===== src/rtl/step_gen.sv =====
// ============================================================================
// step_gen : velocity-to-step/dir pulse generator for one motion axis.
//
// Integrates a signed velocity word (steps per clk, scaled by 2^31) into a
// fractional phase accumulator and an integer step position. Each integer
// step crossing is queued in a saturating signed pending counter. An output
// FSM drains that counter as step/dir pulses. Each pulse has a guaranteed
// high time, a guaranteed low time, and a guaranteed direction setup time.
//
// Build option:
//   STEP_GEN_OVERRUN_EN  when defined, pending saturation raises the sticky
//                        overrun flag, and clear_overrun_i clears it. When
//                        undefined, pending still saturates but overrun_o
//                        is tied to 0 and clear_overrun_i is ignored.
//
// Ports:
//   clk_i            system clock
//   reset_i          synchronous, active-high reset
//   enable_i         integrate velocity_i this clk
//   velocity_i       signed steps/clk * 2^31 (must come from a register)
//   set_position_i   one-clk strobe: load new_position_i, flush acc/pending
//   new_position_i   value loaded by set_position_i
//   clear_overrun_i  one-clk strobe: clear the sticky overrun flag
//   position_o       logical step position (registered)
//   step_out_o       step pulse (registered)
//   dir_out_o        0 = positive, 1 = negative (registered)
//   busy_o           pending != 0 or FSM not idle (decoded from registers)
//   overrun_o        sticky: the pending counter saturated
// ============================================================================
module step_gen #(
    parameter int unsigned PULSE_WIDTH  = 100,
    parameter int unsigned DIR_SETUP    = 50,
    parameter int unsigned PENDING_BITS = 8
) (
    input  logic               clk_i,
    input  logic               reset_i,
    input  logic               enable_i,
    input  logic signed [31:0] velocity_i,
    input  logic               set_position_i,
    input  logic signed [31:0] new_position_i,
    input  logic               clear_overrun_i,
    output logic signed [31:0] position_o,
    output logic               step_out_o,
    output logic               dir_out_o,
    output logic               busy_o,
    output logic               overrun_o
);

    // ------------------------------------------------------------------
    // Local sizes and constants
    // ------------------------------------------------------------------
    localparam int unsigned TIMER_MAX  = (PULSE_WIDTH > DIR_SETUP) ? PULSE_WIDTH : DIR_SETUP;
    localparam int unsigned TIMER_W    = $clog2(TIMER_MAX + 1);
    localparam int unsigned PEND_EXT_W = PENDING_BITS + 2;

    // One whole step in accumulator units, as a 33-bit signed value.
    localparam logic signed [32:0] STEP_POS = 33'sh0_8000_0000;
    localparam logic signed [32:0] STEP_NEG = 33'sh1_8000_0000;

    // Symmetric saturation limits: +/-(2^(PENDING_BITS-1)-1).
    localparam logic signed [PENDING_BITS-1:0] PEND_MAX =
        {1'b0, {(PENDING_BITS-1){1'b1}}};
    localparam logic signed [PENDING_BITS-1:0] PEND_MIN =
        {1'b1, {(PENDING_BITS-2){1'b0}}, 1'b1};
    localparam logic signed [PEND_EXT_W-1:0] PEND_MAX_EXT = {2'b00, PEND_MAX};
    localparam logic signed [PEND_EXT_W-1:0] PEND_MIN_EXT = {2'b11, PEND_MIN};

    localparam logic [TIMER_W-1:0] PULSE_LOAD = TIMER_W'(PULSE_WIDTH - 1);
    localparam logic [TIMER_W-1:0] SETUP_LOAD = TIMER_W'(DIR_SETUP - 1);

    typedef enum logic [1:0] {
        S_IDLE       = 2'd0,
        S_DIR_SETUP  = 2'd1,
        S_PULSE_HIGH = 2'd2,
        S_PULSE_LOW  = 2'd3
    } state_t;

    // ------------------------------------------------------------------
    // State
    // ------------------------------------------------------------------
    logic signed [31:0]             acc_q, acc_d;
    logic signed [31:0]             position_q, position_d;
    logic signed [PENDING_BITS-1:0] pending_q, pending_d;
    state_t                         state_q, state_d;
    logic [TIMER_W-1:0]             timer_q, timer_d;
    logic                           step_q, step_d;
    logic                           dir_q, dir_d;

    // Cross-block combinational signals
    logic signed [31:0]             vel_c;
    logic signed [32:0]             sum;
    logic                           ev_up, ev_dn;
    logic                           cons_pos, cons_neg;
    logic signed [PEND_EXT_W-1:0]   pend_sum;
    logic                           sat;
    logic                           pend_nz;
    logic                           req_dir;

    // ------------------------------------------------------------------
    // Phase integration and position update
    // ------------------------------------------------------------------
    always_comb begin
        // -2^31 is clamped so that the velocity range is symmetric.
        vel_c      = (velocity_i == 32'sh8000_0000) ? 32'sh8000_0001 : velocity_i;
        sum        = {acc_q[31], acc_q} + {vel_c[31], vel_c};
        acc_d      = acc_q;
        position_d = position_q;
        ev_up      = 1'b0;
        ev_dn      = 1'b0;
        if (set_position_i) begin
            position_d = new_position_i;
            acc_d      = '0;
        end else if (enable_i) begin
            if (sum >= STEP_POS) begin
                acc_d      = 32'(sum - STEP_POS);
                position_d = position_q + 32'sd1;
                ev_up      = 1'b1;
            end else if (sum <= STEP_NEG) begin
                acc_d      = 32'(sum + STEP_POS);
                position_d = position_q - 32'sd1;
                ev_dn      = 1'b1;
            end else begin
                acc_d      = 32'(sum);
            end
        end
    end

    // ------------------------------------------------------------------
    // Output FSM: next state and outputs
    // ------------------------------------------------------------------
    always_comb begin
        state_d  = state_q;
        timer_d  = timer_q;
        step_d   = step_q;
        dir_d    = dir_q;
        cons_pos = 1'b0;
        cons_neg = 1'b0;
        pend_nz  = (pending_q != '0);
        req_dir  = pending_q[PENDING_BITS-1];

        unique case (state_q)
            S_IDLE: begin
                step_d = 1'b0;
                // A position load flushes the queue this clk, so start nothing.
                if (pend_nz && !set_position_i) begin
                    if (req_dir == dir_q) begin
                        state_d  = S_PULSE_HIGH;
                        timer_d  = PULSE_LOAD;
                        step_d   = 1'b1;
                        cons_pos = ~req_dir;
                        cons_neg = req_dir;
                    end else begin
                        state_d = S_DIR_SETUP;
                        timer_d = SETUP_LOAD;
                        dir_d   = ~dir_q;
                    end
                end
            end
            S_DIR_SETUP: begin
                if (timer_q == '0) begin
                    // Pending may have drained or flipped sign during setup.
                    if (pend_nz && (req_dir == dir_q) && !set_position_i) begin
                        state_d  = S_PULSE_HIGH;
                        timer_d  = PULSE_LOAD;
                        step_d   = 1'b1;
                        cons_pos = ~req_dir;
                        cons_neg = req_dir;
                    end else begin
                        state_d = S_IDLE;
                    end
                end else begin
                    timer_d = timer_q - TIMER_W'(1);
                end
            end
            S_PULSE_HIGH: begin
                if (timer_q == '0) begin
                    state_d = S_PULSE_LOW;
                    timer_d = PULSE_LOAD;
                    step_d  = 1'b0;
                end else begin
                    timer_d = timer_q - TIMER_W'(1);
                end
            end
            S_PULSE_LOW: begin
                if (timer_q == '0) begin
                    state_d = S_IDLE;
                end else begin
                    timer_d = timer_q - TIMER_W'(1);
                end
            end
            default: begin
                state_d = S_IDLE;
                step_d  = 1'b0;
            end
        endcase
    end

    // ------------------------------------------------------------------
    // Pending counter: add the step event, subtract the consume, saturate
    // ------------------------------------------------------------------
    always_comb begin
        pend_sum  = {{2{pending_q[PENDING_BITS-1]}}, pending_q};
        pending_d = pending_q;
        sat       = 1'b0;
        if (ev_up)    pend_sum = pend_sum + PEND_EXT_W'(1);
        if (ev_dn)    pend_sum = pend_sum - PEND_EXT_W'(1);
        if (cons_pos) pend_sum = pend_sum - PEND_EXT_W'(1);
        if (cons_neg) pend_sum = pend_sum + PEND_EXT_W'(1);
        if (set_position_i) begin
            pending_d = '0;
        end else if (pend_sum > PEND_MAX_EXT) begin
            pending_d = PEND_MAX;
            sat       = 1'b1;
        end else if (pend_sum < PEND_MIN_EXT) begin
            pending_d = PEND_MIN;
            sat       = 1'b1;
        end else begin
            pending_d = pend_sum[PENDING_BITS-1:0];
        end
    end

    // ------------------------------------------------------------------
    // State registers
    // ------------------------------------------------------------------
    always_ff @(posedge clk_i) begin
        if (reset_i) begin
            acc_q      <= '0;
            position_q <= '0;
            pending_q  <= '0;
            state_q    <= S_IDLE;
            timer_q    <= '0;
            step_q     <= 1'b0;
            dir_q      <= 1'b0;
        end else begin
            acc_q      <= acc_d;
            position_q <= position_d;
            pending_q  <= pending_d;
            state_q    <= state_d;
            timer_q    <= timer_d;
            step_q     <= step_d;
            dir_q      <= dir_d;
        end
    end

    // ------------------------------------------------------------------
    // Sticky overrun flag (set wins over a same-clk clear)
    // ------------------------------------------------------------------
`ifdef STEP_GEN_OVERRUN_EN
    logic overrun_q, overrun_d;

    always_comb begin
        overrun_d = overrun_q;
        if (clear_overrun_i) overrun_d = 1'b0;
        if (sat)             overrun_d = 1'b1;
    end

    always_ff @(posedge clk_i) begin
        if (reset_i) begin
            overrun_q <= 1'b0;
        end else begin
            overrun_q <= overrun_d;
        end
    end

    assign overrun_o = overrun_q;
`else
    logic unused_ovr;
    assign unused_ovr = clear_overrun_i ^ sat;
    assign overrun_o  = 1'b0;
`endif

    // ------------------------------------------------------------------
    // Outputs
    // ------------------------------------------------------------------
    assign position_o = position_q;
    assign step_out_o = step_q;
    assign dir_out_o  = dir_q;
    // busy is decoded from registered state only.
    assign busy_o     = (pending_q != '0) || (state_q != S_IDLE);

endmodule


===== config.mk =====
export PLATFORM = sky130hd
export DESIGN_NAME = step_gen
export DESIGN_NICKNAME = d
export VERILOG_FILES = /design/src/rtl/step_gen.sv
export SDC_FILE = /design/constraint.sdc
export NUM_CORES = 1
export LEC_CHECK = 0
export BUFFER_PORTS_ARGS = -buffer_cell sky130_fd_sc_hd__buf_2
export CORE_MARGIN = 4
export CORE_UTILIZATION = 30
export CTS_CLUSTER_SIZE = 30
export DETAILED_ROUTE_END_ITERATION = 16
export PLACE_DENSITY_LB_ADDON = 0.05
export RECOVER_POWER = 50
export SETUP_SLACK_MARGIN = 0.1
export SYNTH_ARGS = -nofsm -noshare
export SYNTH_HDL_FRONTEND = slang
export SYNTH_SLANG_ARGS = --single-unit

===== constraint.sdc =====
create_clock -name clk_i -period 7.8 [get_ports clk_i]
set_input_delay 0.78 -clock clk_i [delete_from_list [all_inputs] [get_ports clk_i]]
set_output_delay 0.78 -clock clk_i [all_outputs]
set_load 0.02 [all_outputs]

==> results.md <==
- Clock Skew: roughly 14 ps
- Placed Instance Area: around 9500 µm²
- Row cnt: 61
- Final period utilization: 0.923
- # IOs: ~110
- Commonest non-fill, non-tap cells in the layout: nor2_1 (124), nand2_1 (107), a21oi_1 (95), dfxtp_1 (83), ha_1 (74)
- Horiz. Die Dim: roughly 180 µm
- Die Span Y: 175 µm
- Ranking of synthesized cells by area: dfxtp_1 (20%), ha_1 (11%), a21oi_1 (5.7%)
- Post-Syn Area: 8410 µm²
- CP required: 8010 ps
- Status: finished, final reports clean
- Max Transition Viols Final: 0
- Total inserted antenna cells: 0
- Post-synth top area cell: dfxtp_1
- Max layer used: met5
- Vias per cell: approximately 5.3
- Nets: between 1,000 and 1,500
- CP arrival: around 7400 ps
- CTS root buf: clkbuf_16
- Pwr Density: ~220 nW/µm²
- Hold Crit Class: flip-flop to flip-flop
- Min Hold Slack: between 400 and 500 ps
- Initial antenna violation count: 1
- Final setup viols: 0
- Number of remaining DRC errors: 0
- Synth Flop Type: dfxtp_1
- Asr flop ratio synth: 0
- Max stage delay on crit path: 500 ps
- Pin count of the biggest net entering global routing: between 40 and 50
- CTS tree: done
- First-pass GRT wire length: about 45 mm
- Hold Fails Final Rpt: 0
- Area growth syn-to-layout: 15.9%
- Wl on met1: about 13 mm
- Clk buf depth: 2
- CP max stage cell: a2111oi_4
- Maximum VDD drop: about 0.14 mV
- H-tree lvl count: 3
- Final Critical Period: around 7000 ps
- TritonCTS buffer count: 9
- Iteration-0 DRC Markers: ~360
- Setup crit start kind: input pin
- Cells after Synth: between 1,000 and 1,500
- Initial Util: 0.304
- Max-Cap Viols: 0
- Setup_tns: 0 ps
- Wirelength per Cell: between 15 and 20 µm
- Cts hold-fix bufs: 0
- Most used cell, CP: o21ai_0
- Vias: approximately 8,400
- Slew Limit Headroom: 0.302
- Clk_lat worst skew: 350 ps
- Worst-path clk slew: roughly 80 ps
- Worst Max-Slew Pin Slew: about 1000 ps
- GR Overflow Total: 0
- RSZ-0062 raised after global routing: true
- Met3 WL: ~1.1 mm
- Lkg Pwr: 4.14 nW
- Die Area: 30,800 µm²
- Post-synthesis net count: 1,278
- Yosys reg bits: 83
- Vias in the first global route: around 8,400
- Final HPWL DP: ~21 mm
- Synth warn: 0
- Post-synthesis sequential area ratio: 0.198
- Cell area after layout: around 9800 µm²
- GRT Total Usage: 0.177
- Commonest non-fill, non-tap cell in the layout: nor2_1
- Yosys top cell area share: 0.198
- CP max FO: 5
- Core ar.: roughly 28,000 µm²
- Clock sink count: 83
- Fmax: between 100 and 150 MHz
- Setup crit end kind: flip-flop
- Detail Route Antenna Nets: 0
- Syn avg cell area: between 7 and 8 µm²
- Setup repair bufs after CTS: 0
- Fin util: 0.352
- Layout fillers: between 3,000 and 4,000
- PortBufs: 102
- WL final: ~27 mm
- Routability congestion estimate: approximately 0.8
- 1st-pass router iterations: 5
- Crit Path Class: input pin to flip-flop
- WL met2: approximately 13 mm
- Post-synth EDFFs: 0
- Layout cells sized above 1: 0.144
- PostCTS Resize Cnt: 0
- Yosys cell types: 92
-- routing by layer --
layer / vias to the layer above / GRT usage
met3: 19 / 0.0331
li1: 4355 / -
met1: 3920 / 0.240
met2: 132 / 0.296
met5: - / 0
met4: 2 / 0.0361
-- sequential cells by signal, summed over array words and instances (netlist names) --
name        count
acc_q          32
dir_out_o       1
pending_q       8
position_o     32
state_q         2
step_out_o      1
timer_q         7
-- through the flow --
| step | power, mW | setup WS, ps | instances |
|---|---|---|---|
| after CTS | 2.20 | 403 | 1603 |
| after global routing | 2.36 | 44.4 | 1603 |
| after global placement | 1.72 | 68.4 | 1587 |
| after floorplan | 1.40 | 165 | 1133 |
| after detailed placement | 1.71 | 59.4 | 1587 |
| final | 2.17 | 604 | 1603 |
-- kinds of logic (layout without fill, tap and decap cells) --
kind of cell             count (synthesis)  in the layout  synth area share
XOR/XNOR                                71             71            0.0773
AO/OA/AOI/OAI                          365            365             0.305
buffers and inverters                  107            199            0.0486
AND/OR/NAND/NOR                        411            411             0.233
multiplexers                            19             19            0.0231
flip-flops                              83             83             0.198
adder cells (fa/ha/maj)                 76             76             0.115
other                                    1              1          0.000446
-- where the power goes --
group	switching, mW	leakage, nW	internal (mW)
logic	0.696	3.32	0.480
registers	0.0466	0.682	0.475
clock network	0.214	0.145	0.255
-- cell usage after synthesis, drive strengths merged, types with 24 or more instances --
cell      n
inv      37
a21o     31
dfxtp    83
nor2    125
a21oi    96
o21ai    63
nor3     39
xor2     25
nand3    24
clkbuf   64
nand2   109
xnor2    45
ha       74
-- critical path: cells and delay by family --
family | cells | cell delay, ps
mux | 1 | 210
simple gates | 7 | 1000
fa+ha+maj | 2 | 480
compound gates | 19 | 4320
xor+xnor | 1 | 130
buf+inv | 3 | 460
-- area by class of cell --
cell class	instances	area, µm²	area share
tap	378	473	0.0485
clock inverter	7	82.6	0.00847
inverter	38	143	0.0146
multi-input combinational	943	6380	0.654
timing repair buffer	145	788	0.0808
clock buffer	9	225	0.0231
sequential	83	1660	0.170
-- path summary, 6_finish.rpt --
kind	from	endpoint	cells past startpoint	slack [ps]
worst max-delay path	velocity_i[29]	position_o[30]$_SDFFE_PP0P_	33	600
worst min-delay path	acc_q[31]$_SDFFE_PP0P_	acc_q[31]$_SDFFE_PP0P_	2	470
worst max register to register	acc_q[8]$_SDFFE_PP0P_	position_o[30]$_SDFFE_PP0P_	28	1340
worst min register to register	acc_q[31]$_SDFFE_PP0P_	acc_q[31]$_SDFFE_PP0P_	2	470
No activity file was read; power rests on OpenSTA's default activity.
